===== config.mk =====
export PLATFORM = sky130hd
export DESIGN_NAME = testbasic_mc_reader
export DESIGN_NICKNAME = d
export VERILOG_FILES = /design/src/rtl/testbasic_mc_reader.sv
export SDC_FILE = /design/constraint.sdc
export NUM_CORES = 1
export LEC_CHECK = 0
export CORE_MARGIN = 1
export CORE_UTILIZATION = 35
export DETAILED_ROUTE_END_ITERATION = 10
export MAX_ROUTING_LAYER = met4
export PLACE_DENSITY = 0.71
export SLEW_MARGIN = 10
export SYNTH_ARGS = -nofsm -noshare
export SYNTH_HDL_FRONTEND = slang
export SYNTH_SLANG_ARGS = --single-unit

===== constraint.sdc =====
create_clock -name clk -period 4.86 [get_ports clk]
set_clock_uncertainty 0.2 [all_clocks]
set_input_delay 0.729 -clock clk [delete_from_list [all_inputs] [get_ports clk]]
set_output_delay 0.729 -clock clk [all_outputs]
set_load 0.02 [all_outputs]

===== src/rtl/testbasic_mc_reader.sv =====
`default_nettype none
// ============================================================================
// Module   : testbasic_mc_reader
// Purpose  : Round-robin reader of N_CH blocking input ports (sync/notify
//            handshake). Each received value is added into a running
//            accumulator. The sum and its source channel are offered on one
//            blocking output port. An optional per-channel wait timeout
//            skips a silent producer so that it cannot stall the others.
// Ports    : clk          - clock, rising edge
//            rst          - asynchronous reset, active-low
//            b_in         - channel data, channel i at [i*W +: W]
//            b_in_sync    - producer i has valid data
//            b_in_notify  - ready to read channel i (one-hot or zero)
//            b_out        - accumulator value offered to the consumer
//            b_out_ch     - channel index of the last read
//            b_out_sync   - consumer accepts
//            b_out_notify - b_out/b_out_ch valid
//            skip_pulse   - one-cycle pulse when a channel is skipped
// Revision : 1.0 - initial release
// ============================================================================
module testbasic_mc_reader #(
    parameter int N_CH     = 4,
    parameter int W        = 32,
    parameter int INIT_VAL = 4,
    parameter int TIMEOUT  = 0,
    localparam int CH_W    = (N_CH > 1) ? $clog2(N_CH) : 1
) (
    input  logic                clk,
    input  logic                rst,
    input  logic [N_CH*W-1:0]   b_in,
    input  logic [N_CH-1:0]     b_in_sync,
    output logic [N_CH-1:0]     b_in_notify,
    output logic [W-1:0]        b_out,
    output logic [CH_W-1:0]     b_out_ch,
    input  logic                b_out_sync,
    output logic                b_out_notify,
    output logic                skip_pulse
);

    localparam logic [0:0]      SEC_READ   = 1'b0;
    localparam logic [0:0]      SEC_WRITE  = 1'b1;
    localparam logic [N_CH-1:0] NOTIFY_RST = N_CH'(1);
    localparam logic [CH_W-1:0] PTR_LAST   = CH_W'(N_CH - 1);
    localparam logic [31:0]     WAIT_LAST  = (TIMEOUT == 0) ? 32'd0 : 32'(TIMEOUT - 1);
    localparam bit              TO_EN      = (TIMEOUT != 0);

    // State and registered outputs
    logic [0:0]      section, section_nxt;
    logic [CH_W-1:0] ptr, ptr_nxt;
    logic [W-1:0]    acc, acc_nxt;
    logic [31:0]     wait_cnt, wait_nxt;
    logic [N_CH-1:0] in_notify_q, in_notify_nxt;
    logic [W-1:0]    out_q, out_nxt;
    logic [CH_W-1:0] out_ch_q, out_ch_nxt;
    logic            out_notify_q, out_notify_nxt;
    logic            skip_q, skip_nxt;

    // Selected channel and derived values
    logic [W-1:0]    sel_data;
    logic            sel_sync;
    logic [W-1:0]    sum;
    logic [CH_W-1:0] ptr_inc;

    function automatic logic [N_CH-1:0] onehot(input logic [CH_W-1:0] p);
        logic [N_CH-1:0] v;
        v = '0;
        for (int i = 0; i < N_CH; i++) begin
            v[i] = (p == CH_W'(i));
        end
        return v;
    endfunction

    // Only the pointed-to channel is looked at; stray syncs are ignored.
    always_comb begin
        sel_data = '0;
        sel_sync = 1'b0;
        for (int i = 0; i < N_CH; i++) begin
            if (ptr == CH_W'(i)) begin
                sel_data = b_in[i*W +: W];
                sel_sync = b_in_sync[i];
            end
        end
    end

    assign sum     = acc + sel_data;  // wraps mod 2^W
    assign ptr_inc = (ptr == PTR_LAST) ? '0 : ptr + 1'b1;

    // State register
    always_ff @(posedge clk or negedge rst) begin
        if (!rst) begin
            section      <= SEC_READ;
            ptr          <= '0;
            acc          <= W'(INIT_VAL);
            wait_cnt     <= '0;
            in_notify_q  <= NOTIFY_RST;
            out_q        <= '0;
            out_ch_q     <= '0;
            out_notify_q <= 1'b0;
            skip_q       <= 1'b0;
        end else begin
            section      <= section_nxt;
            ptr          <= ptr_nxt;
            acc          <= acc_nxt;
            wait_cnt     <= wait_nxt;
            in_notify_q  <= in_notify_nxt;
            out_q        <= out_nxt;
            out_ch_q     <= out_ch_nxt;
            out_notify_q <= out_notify_nxt;
            skip_q       <= skip_nxt;
        end
    end

    // Next-state logic
    always_comb begin
        section_nxt    = section;
        ptr_nxt        = ptr;
        acc_nxt        = acc;
        wait_nxt       = wait_cnt;
        in_notify_nxt  = in_notify_q;
        out_nxt        = out_q;
        out_ch_nxt     = out_ch_q;
        out_notify_nxt = out_notify_q;
        skip_nxt       = 1'b0;
        case (section)
            SEC_READ: begin
                if (sel_sync) begin
                    // A transfer in the timeout cycle wins over the skip.
                    acc_nxt        = sum;
                    out_nxt        = sum;
                    out_ch_nxt     = ptr;
                    in_notify_nxt  = '0;
                    out_notify_nxt = 1'b1;
                    wait_nxt       = '0;
                    section_nxt    = SEC_WRITE;
                end else if (TO_EN && (wait_cnt == WAIT_LAST)) begin
                    ptr_nxt       = ptr_inc;
                    in_notify_nxt = onehot(ptr_inc);
                    wait_nxt      = '0;
                    skip_nxt      = 1'b1;
                end else if (TO_EN) begin
                    wait_nxt = wait_cnt + 32'd1;
                end else begin
                    wait_nxt = '0;
                end
            end
            default: begin
                if (b_out_sync) begin
                    out_notify_nxt = 1'b0;
                    ptr_nxt        = ptr_inc;
                    in_notify_nxt  = onehot(ptr_inc);
                    section_nxt    = SEC_READ;
                end
            end
        endcase
    end

    // Outputs come straight from registers
    always_comb begin
        b_in_notify  = in_notify_q;
        b_out        = out_q;
        b_out_ch     = out_ch_q;
        b_out_notify = out_notify_q;
        skip_pulse   = skip_q;
    end

endmodule
`default_nettype wire

# After elaboration in Yosys (flattened, before gate mapping)
# Index checks and enable logic that the tools add are counted.
dict set report totals {
  ff_bits 74
  inputBits 135
  output_inout_bits 40
  word_cells 41
}
dict set report op_classes {
  addsub 2
  n_eq_ne 7
  mux 18
  bitwise_logic 1
  reduce_logical 6
}
# operator count
set ops {}
lappend ops {{32-bit two-way mux} 4}
lappend ops {{32-bit adder} 1}
lappend ops {{4-bit two-way mux} 3}
lappend ops {{1-bit two-way mux} 10}
lappend ops {{2-bit == test, second input constant} 4}
lappend ops {{2-bit AND reduction} 3}
lappend ops {{2-bit by 1-bit == test with 1-bit output, second input constant} 2}
lappend ops {{2-bit logical NOT} 2}
lappend ops {{2-bit by 1-bit adder with 2-bit output, second input constant} 1}
lappend ops {{2-bit two-way mux} 1}
lappend ops {{2-bit inequality test, second input constant} 1}
lappend ops {{2-bit nonzero test} 1}
lappend ops {{1-bit NOT} 1}

# Depth between registers and ports, before layout
dict set report depth {
  depth_word 7
  mapped_depth 20
  ltp_nobuf 17
}

# Least setup slack after synthesis
# No wires, ideal clock.
dict set report synth_timing {
  path_type {register -> register}
  start {reg ptr[0]}
  end {reg acc[28]}
  setup_time_ps 69
  arrival_time_ps 3774
  required_time_ps 4591
  path_slack_ps 817
  stages_incl_launch_ff 21
  n_path_buf 3
  period_less_slack_ps 4043
  cell_sequence {dfrtp_1 -> inv_1 -> ha_1 -> buf_2 -> nor2b_1 -> buf_2 -> clkbuf_1 -> a22oi_1 -> nor2_1 -> a21oi_1 -> o21ai_0 -> ha_1 -> inv_1 -> fa_1 -> nand2b_1 -> a21o_1 -> a21oi_1 -> nor4_1 -> o21ba_1 -> or4_1 -> nand3_1}
}
dict set report synth_via {
  elab_chain_cells 6
  word_cells_on_any_way 14
  classes_between {1 x add/sub; 3 x eq/ne; 8 x mux; 2 x reduce/logical}
}
# item line
set synth_lines {}
lappend synth_lines {{from (decl)} 49} ;# logic [CH_W-1:0] ptr, ptr_nxt;
lappend synth_lines {{from (signal assigned)} 102} ;# ptr <= ptr_nxt;
lappend synth_lines {{2-bit logical NOT} 78} ;# if (ptr == CH_W'(i)) begin
lappend synth_lines {{32-bit two-way mux / 1-bit two-way mux (equally long branches) (4 in series)} 78}
lappend synth_lines {{32-bit adder / 2-bit AND reduction (equally long branches)} -}
lappend synth_lines {{to (signal assigned)} 93} ;# acc <= W'(INIT_VAL);
lappend synth_lines {{to (signal assigned)} 103} ;# acc <= acc_nxt;
lappend synth_lines {{to (decl)} 50} ;# logic [W-1:0] acc, acc_nxt;
# Several ways; a longest one is shown, not always the timed one.
# A chain may end at the register's enable or synchronous reset.

# Worst setup path after layout
dict set report layout_timing {
  start {reg ptr[1]}
  end {reg acc[28]}
}
# Same word-level chain as after synthesis.

==> out/results.txt <==
Hold Path Class: reg2reg
global-route wire length before repair: 22900 um
Layout Cells excl Fill: 931
final wirelength: 14700 um
sequential fraction of the synthesis area: 0.232
outcome: finished, final reports clean
CTS tree: yes
WL per Instance: 15.8 um
Die Width: 117 um
DP Worst Slack: 325 ps
layout cells sized above 1: 0.0448
die area: 13700 um2
largest area contributor in the netlist: dfrtp_1
hold path endpoint: acc[31]$_DFFE_PN0P_
Syn Area/Cell: 7.29 um2
Vias/cell: 5.20
DRT Pass-1 Iters: 4
dpl hpwl: 11500 um
DRT antenna net count: 0
Hold Startpoint: acc[31]$_DFFE_PN0P_
initial antenna violation count: 0
area delta synth->final: 38.5%
ant diodes: 0
DRC: 0
reg-to-reg endpoint: acc[28]$_DFFE_PN0P_
asr flop ratio synth: 1.00
Max FO, Critical Path: 41
Die Y-Extent: 117 um
Setup crit start kind: register
final worst path period need: 4480 ps
f_max: 223 MHz
largest net degree at the start of global routing: 69
fin crit share: 0.923
Req. time, crit path: 4890 ps
Min Hold Slack: 279 ps
Placer Congestion: 0.871
EDFF count, synth: 0
CP Capture Type: register
largest cells by area after synthesis: dfrtp_1 22%, ha_1 11%, o21ai_0 8.1%, nand2_1 7.9%, a21oi_1 7.6%
reg2reg path depth: 17
Critical Path AT: 4520 ps
LEAKAGE: 2.76 nW
Fin. Hold Viols: 0
total power: 0.00506 W
latest clock arrival within the worst-skew pair: 300 ps
synth cell count leaders: 98 x nand2_1, 75 x o21ai_0, 71 x a21oi_1
Hold Path Cell Cnt: 1
worst slew pin tran: 1070 ps
Mapped Cells: 638
area share of the largest cell type after synthesis: 0.221
Net Count, Synth: 815
CTS Buf Count: 5
core box area: 12800 um2
Ports: 175
Synth Register Bits: 43
num rows: 41
Nets: 935
Setup Fix Bufs, Post-CTS: 0
setup total negative slack: 0 ps
Ys Warns: 0
final max-slew violation count: 0
number of global-route vias before repair: 4794
placed cells: 923
ys flop type: dfrtp_1
P per Cell Area: 786 nW/um2
total number of vias: 4839
First DRT Iteration DRCs: 223
# port buffers: 173
RSZ-0062 raised after global routing: false
synth unique cells: 53
worst-case clock buffer depth: 2
initial core utilization: 0.364
grt ovf: 0
TritonCTS Sinks: 43
worst reg2reg path startpoint: ptr[1]$_DFFE_PN0P_
reg2reg setup slack: 380 ps
most numerous cell in the Yosys netlist: nand2_1
synthesized area: 4650 um2
Clk pin slew, worst setup/hold paths: 70 ps
final worst slack: 376 ps
Tot GR Track Use: 0.222
relative slew slack: 0.287
setup violators final: 0
H-tree depth: 2
Setup CP Type: reg2reg
Max Cap Viol: 0
CTS root buffer: clkbuf_16
maximum VDD drop: 0.245 mV
final cells by class:
cell class | count | area (um2)
multi-input combinational | 513 | 3150
clock buffer | 5 | 125
fill | 1247 | 6330
sequential | 43 | 1080
tap | 172 | 215
inverter | 12 | 45.0
timing repair buffer | 183 | 1800
clock inverter | 3 | 23.8
power by group:
| part | total [W] | internal, W | switching (W) | leakage, nW |
|---|---|---|---|---|
| Clock | 0.000353 | 0.000193 | 0.000160 | 0.0664 |
| Sequential | 0.000704 | 0.000548 | 0.000155 | 0.533 |
| Combinational | 0.00401 | 0.00164 | 0.00236 | 2.17 |
cells in the final DEF (no fill, tap or decap), types with 5 or more instances in the layout:
cell | netlist | final
buf_4 | 32 | 10
a21o_1 | 26 | 25
a2111oi_0 | 5 | 5
inv_1 | 12 | 12
nand2_1 | 98 | 98
clkdlybuf4s50_1 | 0 | 172
a22oi_1 | 26 | 26
dfrtp_1 | 41 | 41
o21ai_0 | 75 | 75
nor2_1 | 55 | 55
a21oi_1 | 71 | 71
xnor2_1 | 14 | 14
nand3_1 | 14 | 14
ha_1 | 41 | 39
clkbuf_16 | 0 | 5
xor2_1 | 12 | 12
nand4_1 | 8 | 8
through the flow:
stage | cell area (um2) | utilization
floorplan | 4650 | -
global placement | 6290 | 0.492
detailed placement | 6290 | 0.492
CTS | 6430 | 0.504
global route | 6440 | 0.504
finish | 6440 | 0.504
worst max-delay path, cell delays in order (launching register included):
cell      delay [ps]
dfrtp_1          440
inv_1            140
ha_1             220
buf_4            410
a22oi_1          150
nor2_1           110
a21oi_1           60
o21ai_0          300
ha_1             240
inv_1             60
fa_1             380
nand2b_1         180
a21o_1           180
a21oi_1          300
nor4_1           160
o21ba_1          280
or4_1            500
nand3_1          110
logic make-up (layout without fill, tap and decap cells):
kind of cell | Yosys count | count (layout) | synth area share
compound gates | 236 | 236 | 0.311
simple gates | 204 | 204 | 0.191
buf+inv | 82 | 203 | 0.0934
flops | 43 | 43 | 0.232
fa+ha+maj | 42 | 42 | 0.115
xor+xnor | 26 | 26 | 0.0490
mux | 4 | 4 | 0.00915
other cells | 1 | 1 | 0.000807
worst max-delay path by stage:
stage,startpoint,end,cells after the start
floorplan,ptr[0]$_DFFE_PN0P_,acc[28]$_DFFE_PN0P_,20
global placement,ptr[0]$_DFFE_PN0P_,acc[25]$_DFFE_PN0P_,17
detailed placement,ptr[0]$_DFFE_PN0P_,acc[28]$_DFFE_PN0P_,17
CTS,ptr[0]$_DFFE_PN0P_,acc[28]$_DFFE_PN0P_,17
global route,ptr[1]$_DFFE_PN0P_,acc[28]$_DFFE_PN0P_,17
finish,ptr[1]$_DFFE_PN0P_,acc[28]$_DFFE_PN0P_,17
flip-flops by register name, indices dropped and copies added, names as in the netlist:
signal and count:
acc 32, ptr 2, b_out_notify 1, b_out_ch 2, b_out 1, section 1
b_in_notify 4
per-layer routing:
metal / share of wire / track usage
met5: 0 / -
met4: 0.012 / 0.0700
met3: 0.062 / 0.0314
met2: 0.45 / 0.367
met1: 0.48 / 0.279
what timing repair did:
action                                  CTS  global route
endpoints found under the setup margin    0             1
hold buffers                              0             0
gates resized for setup                   0             1
Power figures use the tool's default switching activity.
